$ cat config.mk
export PLATFORM = sky130hd
export DESIGN_NAME = apb_master
export DESIGN_NICKNAME = d
export VERILOG_FILES = /design/src/rtl/apb_pkg.sv /design/src/rtl/apb_master.sv
export SDC_FILE = /design/constraint.sdc
export NUM_CORES = 1
export LEC_CHECK = 0
export BUFFER_PORTS_ARGS = -buffer_cell sky130_fd_sc_hd__buf_2
export CAP_MARGIN = 15
export CORE_MARGIN = 4
export CORE_UTILIZATION = 46
export CTS_CLUSTER_DIAMETER = 80
export DETAILED_ROUTE_END_ITERATION = 8
export GPL_ROUTABILITY_DRIVEN = 0
export PLACE_DENSITY_LB_ADDON = 0.3
export SLEW_MARGIN = 20
export SYNTH_ARGS = -nofsm -noshare
export SYNTH_HDL_FRONTEND = slang
export SYNTH_SLANG_ARGS = --single-unit
$ cat constraint.sdc
create_clock -name PCLK -period 1.9 [get_ports PCLK]
set_input_delay 0.095 -clock PCLK [delete_from_list [all_inputs] [get_ports PCLK]]
set_output_delay 0.095 -clock PCLK [all_outputs]
set_load 0.02 [all_outputs]
$ cat src/rtl/apb_pkg.sv
// Shared APB definitions: transfer state encoding and default bus widths.
// Used by the APB requester (apb_master) and the APB completer.
package apb_pkg;

    localparam int unsigned APB_ADDR_WIDTH = 32;
    localparam int unsigned APB_DATA_WIDTH = 32;

    // APB transfer phases
    typedef enum logic [1:0] {
        ST_IDLE   = 2'd0,
        ST_SETUP  = 2'd1,
        ST_ACCESS = 2'd2
    } apb_state_e;

endpackage : apb_pkg

$ cat src/rtl/apb_master.sv
// APB requester: turns a valid/ready command into one APB transfer
// (IDLE -> SETUP -> ACCESS) and returns a single-cycle completion pulse.
// An optional wait-state limit aborts transfers whose completer never
// raises PREADY.
//
// Ports:
//   PCLK, PRESETn          clock, asynchronous active-low reset
//   cmd_valid/cmd_ready    command handshake (ready only while idle)
//   cmd_write/addr/wdata   command payload
//   rsp_valid              one-cycle completion pulse, never back-pressured
//   rsp_rdata              read data (0 for writes and aborts)
//   rsp_err, rsp_tmo       PSLVERR-or-timeout, timeout abort
//   PSEL..PWDATA           APB requester outputs
//   PRDATA, PREADY, PSLVERR APB completer inputs
module apb_master
    import apb_pkg::*;
#(
    parameter int unsigned ADDR_WIDTH = APB_ADDR_WIDTH,
    parameter int unsigned DATA_WIDTH = APB_DATA_WIDTH,
    parameter int unsigned TIMEOUT    = 16
) (
    input  logic                  PCLK,
    input  logic                  PRESETn,
    input  logic                  cmd_valid,
    output logic                  cmd_ready,
    input  logic                  cmd_write,
    input  logic [ADDR_WIDTH-1:0] cmd_addr,
    input  logic [DATA_WIDTH-1:0] cmd_wdata,
    output logic                  rsp_valid,
    output logic [DATA_WIDTH-1:0] rsp_rdata,
    output logic                  rsp_err,
    output logic                  rsp_tmo,
    output logic                  PSEL,
    output logic                  PENABLE,
    output logic                  PWRITE,
    output logic [ADDR_WIDTH-1:0] PADDR,
    output logic [DATA_WIDTH-1:0] PWDATA,
    input  logic [DATA_WIDTH-1:0] PRDATA,
    input  logic                  PREADY,
    input  logic                  PSLVERR
);

    localparam int unsigned CNT_W = (TIMEOUT > 0) ? $clog2(TIMEOUT + 1) : 1;
    localparam bit          TMO_EN = (TIMEOUT != 0);
    localparam logic [CNT_W-1:0] WAIT_LAST = CNT_W'(TIMEOUT - 1);

    apb_state_e state_q, state_d;

    // The APB address/direction/data registers double as the captured
    // command: they load on acceptance and hold until the next acceptance.
    logic                  pwrite_q, pwrite_d;
    logic [ADDR_WIDTH-1:0] paddr_q,  paddr_d;
    logic [DATA_WIDTH-1:0] pwdata_q, pwdata_d;

    logic                  psel_q,    psel_d;
    logic                  penable_q, penable_d;
    logic                  cmd_ready_q, cmd_ready_d;
    logic                  rsp_valid_q, rsp_valid_d;
    logic [DATA_WIDTH-1:0] rsp_rdata_q, rsp_rdata_d;
    logic                  rsp_err_q,   rsp_err_d;
    logic                  rsp_tmo_q,   rsp_tmo_d;
    logic [CNT_W-1:0]      wait_q,      wait_d;

    logic                  timeout_hit_c;

    // Last permitted wait cycle reached with PREADY still low
    assign timeout_hit_c = TMO_EN && (wait_q == WAIT_LAST);

    // Next-state and registered-output logic
    always_comb begin
        state_d     = state_q;
        pwrite_d    = pwrite_q;
        paddr_d     = paddr_q;
        pwdata_d    = pwdata_q;
        psel_d      = 1'b0;
        penable_d   = 1'b0;
        cmd_ready_d = 1'b0;
        rsp_valid_d = 1'b0;
        rsp_rdata_d = '0;
        rsp_err_d   = 1'b0;
        rsp_tmo_d   = 1'b0;
        wait_d      = wait_q;

        unique case (state_q)
            ST_IDLE: begin
                if (cmd_valid && cmd_ready_q) begin
                    state_d  = ST_SETUP;
                    pwrite_d = cmd_write;
                    paddr_d  = cmd_addr;
                    pwdata_d = cmd_write ? cmd_wdata : '0;
                    psel_d   = 1'b1;
                end else begin
                    cmd_ready_d = 1'b1;
                end
            end

            ST_SETUP: begin
                state_d   = ST_ACCESS;
                psel_d    = 1'b1;
                penable_d = 1'b1;
                wait_d    = '0;
            end

            ST_ACCESS: begin
                // PREADY takes priority over a timeout firing in the same cycle
                if (PREADY) begin
                    state_d     = ST_IDLE;
                    cmd_ready_d = 1'b1;
                    rsp_valid_d = 1'b1;
                    rsp_err_d   = PSLVERR;
                    rsp_rdata_d = pwrite_q ? '0 : PRDATA;
                end else if (timeout_hit_c) begin
                    state_d     = ST_IDLE;
                    cmd_ready_d = 1'b1;
                    rsp_valid_d = 1'b1;
                    rsp_err_d   = 1'b1;
                    rsp_tmo_d   = 1'b1;
                end else begin
                    psel_d    = 1'b1;
                    penable_d = 1'b1;
                    wait_d    = wait_q + CNT_W'(1);
                end
            end

            default: begin
                state_d     = ST_IDLE;
                cmd_ready_d = 1'b1;
            end
        endcase
    end

    // State and output registers
    always_ff @(posedge PCLK or negedge PRESETn) begin
        if (!PRESETn) begin
            state_q     <= ST_IDLE;
            pwrite_q    <= 1'b0;
            paddr_q     <= '0;
            pwdata_q    <= '0;
            psel_q      <= 1'b0;
            penable_q   <= 1'b0;
            cmd_ready_q <= 1'b1;
            rsp_valid_q <= 1'b0;
            rsp_rdata_q <= '0;
            rsp_err_q   <= 1'b0;
            rsp_tmo_q   <= 1'b0;
            wait_q      <= '0;
        end else begin
            state_q     <= state_d;
            pwrite_q    <= pwrite_d;
            paddr_q     <= paddr_d;
            pwdata_q    <= pwdata_d;
            psel_q      <= psel_d;
            penable_q   <= penable_d;
            cmd_ready_q <= cmd_ready_d;
            rsp_valid_q <= rsp_valid_d;
            rsp_rdata_q <= rsp_rdata_d;
            rsp_err_q   <= rsp_err_d;
            rsp_tmo_q   <= rsp_tmo_d;
            wait_q      <= wait_d;
        end
    end

    assign cmd_ready = cmd_ready_q;
    assign rsp_valid = rsp_valid_q;
    assign rsp_rdata = rsp_rdata_q;
    assign rsp_err   = rsp_err_q;
    assign rsp_tmo   = rsp_tmo_q;
    assign PSEL      = psel_q;
    assign PENABLE   = penable_q;
    assign PWRITE    = pwrite_q;
    assign PADDR     = paddr_q;
    assign PWDATA    = pwdata_q;

endmodule : apb_master
==> flow_metrics.env <==
export IMPL_yosysTopAreaCellShare=0.660
export IMPL_cp_arrival_ps=2080
export IMPL_p_seq_frac=0.426
export IMPL_p_comb_frac=0.410
export IMPL_h_tree_depth=3
export IMPL_hpwl_mm=7.18
export IMPL_synth_distinct_cells=27
export IMPL_crit_path_top_delay_cell="or3b_1"
export IMPL_netlist_area_mm2=0.00413
export IMPL_first_pass_iters=4
export IMPL_n_fill_cell=572
export IMPL_hold_path_class="primary input to register"
export IMPL_finalNonFillerCells=756
export IMPL_cp_start_kind="register"
export IMPL_crit_chain="ha_1 > and3_1 > ha_2 > or3b_1 > nand3_1 > nand3_1"
export IMPL_drv_slew=0
export IMPL_drive_gt1_frac=0.415
export IMPL_grt_usage=0.223
export IMPL_critPathCaptureType="register"
export IMPL_ant_nets=0
export IMPL_postLayoutCellArea_mm2=0.00651
export IMPL_nets=751
export IMPL_crit_path_max_fanout=6
export IMPL_power_leakage_nw=3.47
export IMPL_intPower_mw=4.94
export IMPL_cts_tree="built"
export IMPL_grt_max_degree=46
export IMPL_worstPathRequired_ps=2140
export IMPL_timing_rr_end="wait_q[2]"
export IMPL_numPortBuffers=204
export IMPL_syn_inst=333
export IMPL_postLayoutCoreUtil=0.747
export IMPL_start_util=0.474
export IMPL_cts_num_sinks=110
export IMPL_core_mm2=0.00872
export IMPL_mostFrequentLayoutCells="203 x buf_2, 109 x dfrtp_1, 99 x dlygate4sd3_1"
export IMPL_holdPathStages=4
export IMPL_die_h_um=103
export IMPL_yosys_top_cells_area="dfrtp_1 66%, mux2_2 8.7%, nand2_1 6.3%, and2_1 4.8%, o21ai_0 3.6%"
export IMPL_layout_commonest_cell="buf_2"
export IMPL_cts_buffers=9
export IMPL_dp_cells=637
export IMPL_grt_ovfl_total=0
export IMPL_fin_crit_ps=1840
export IMPL_max_cap_violations=0
export IMPL_final_setup_tns_ps=0
export IMPL_reg2reg_slack_ps=60
export IMPL_clock_latency_ps=370
export IMPL_power_net_switching_mw=3.06
export IMPL_place_area_mm2=0.00531
export IMPL_area_growth_pct=57.5
export IMPL_io_pins=205
export IMPL_diodes=0
export IMPL_synth_top_flop_cell="dfrtp_1"
export IMPL_syn_area_per_cell_um2=12.4
export IMPL_drc=0
export IMPL_drt_iter0_drc=76
export IMPL_grt_antenna_before_repair=0
export IMPL_grt_pass1_wl_mm=18.2
export IMPL_power_density_mw_per_mm2=1230
export IMPL_setup_viol=0
export IMPL_cp_startpoint="wait_q[0]"
export IMPL_clockBufferDepth=2
export IMPL_cts_root_buf="clkbuf_8"
export IMPL_ys_async_sr_fraction=1.00
export IMPL_yosys_area_top_type="dfrtp_1"
export IMPL_crit_top_cell="nand3_1"
export IMPL_rsz0062_at_grt="no"
export IMPL_ir_drop_mv=0.674
export IMPL_hold_viol_final=0
export IMPL_reg2reg_depth=6
export IMPL_vias=3545
export IMPL_grt_pass1_vias=3831
export IMPL_slew_headroom=0.623
export IMPL_r2r_start="wait_q[0]"
export IMPL_status="finished clean"
export IMPL_cpPeakStageDelay_ps=460
export IMPL_pwr_share_clk=0.164
export IMPL_criticalPathCategory="register to register"
export IMPL_tightest_slew_ps=565
export IMPL_finalCritPeriodShare=0.970
export IMPL_fmax_ghz=0.543
export IMPL_clock_skew_ps=18.2
export IMPL_ys_seq_area_frac=0.666
export IMPL_ys_warn_count=0
export IMPL_crit_end="wait_q[2]"
export IMPL_die_x_um=103
export IMPL_clk_pin_slew_ps=100
export IMPL_syn_nets=441
export IMPL_synth_seq_cells=110
export IMPL_synth_edff_count=0
export IMPL_wl_per_cell_um=15.3
export IMPL_num_rows=34
export IMPL_avgViaCountPerCell=4.69
export IMPL_wl_mm=11.6
export IMPL_die_area_mm2=0.0106
export IMPL_sw_frac_of_total=0.383
routing by layer:
metal  routed length (um)  track usage
met5                    0            0
met4                  366        0.101
met3                 1110       0.0812
met2                 5990        0.394
met1                 4110        0.237
per-stage QoR:
step	setup WS, ps	hold slack, ps	total power, mW
6_report	57.9	157	8.00
5_1_grt	19.1	136	8.50
4_1_cts	1.43	113	8.02
3_5_place_dp	7.44	61.5	6.54
3_3_place_gp	98.5	52.7	6.41
2_1_floorplan	160	-201	5.36
power by group through the flow:
stage	logic [mW]	registers, mW	clock network [mW]
after floorplan	1.06	4.29	0
after detailed placement	3.09	3.45	0
after global placement	3.01	3.41	0
after CTS	3.26	3.41	1.35
after global routing	3.56	3.49	1.44
final	3.27	3.41	1.31
cell usage after synthesis (2+ instances only):
cell type    n
buf_6        3
nand3_1      5
o21ai_1      6
mux2_2      32
ha_1         6
o21ai_0     30
and3b_1      2
a21oi_1      4
nand2_1     69
and2_1      32
nand3b_1     2
buf_2        4
clkbuf_1    11
mux2_1       2
inv_1        5
dfrtp_1    109
critical path, delay by kind of cell (launching register included):
family / cells / cell delay (ps)
DFF: 1 / 410
adders and majority gates: 2 / 430
and+or+nand+nor: 4 / 890
state kept, by name, indices dropped and copies added (netlist names):
register,cells
PADDR,32
PWDATA,32
rsp_rdata,32
wait_q,5
state_q,2
PENABLE,1
PSEL,1
PWRITE,1
cmd_ready,1
rsp_err,1
rsp_tmo,1
rsp_valid,1
kinds of logic after synthesis:
group | Yosys count | share of synthesized area
simple gates | 118 | 0.143
flops | 110 | 0.666
compound gates | 41 | 0.0502
mux | 35 | 0.0950
buf+inv | 23 | 0.0275
fa+ha+maj | 6 | 0.0182
worst min-delay path by stage:
stage	start	end	slack, ps
2_1_floorplan	PRESETn	PADDR[0]	-200
3_3_place_gp	PRESETn	PWDATA[15]	50
3_5_place_dp	PRESETn	PWDATA[15]	60
4_1_cts	cmd_valid	cmd_ready	110
5_1_grt	cmd_valid	cmd_ready	140
6_report	cmd_valid	cmd_ready	160
repair_timing:
| item | in CTS | in global routing |
|---|---|---|
| setup endpoints to repair | 1 | 9 |
| setup buffers | 2 | 2 |
| resized for setup | 0 | 1 |
| endpoints found under the hold margin | 126 | 0 |
| pin swaps | 1 | 1 |
| hold buffers | 99 | 0 |
layout make-up:
class / count / area, um^2 / area share
flip-flops and latches: 110 / 2750 / 0.423
repair buffers: 317 / 2160 / 0.331
multi-input cells: 200 / 1270 / 0.195
well taps: 108 / 135 / 0.0207
clock buffers: 10 / 128 / 0.0196
clock inverters: 6 / 51.3 / 0.00788
inverters: 5 / 18.8 / 0.00288
No activity file was read; power rests on OpenSTA's default activity.
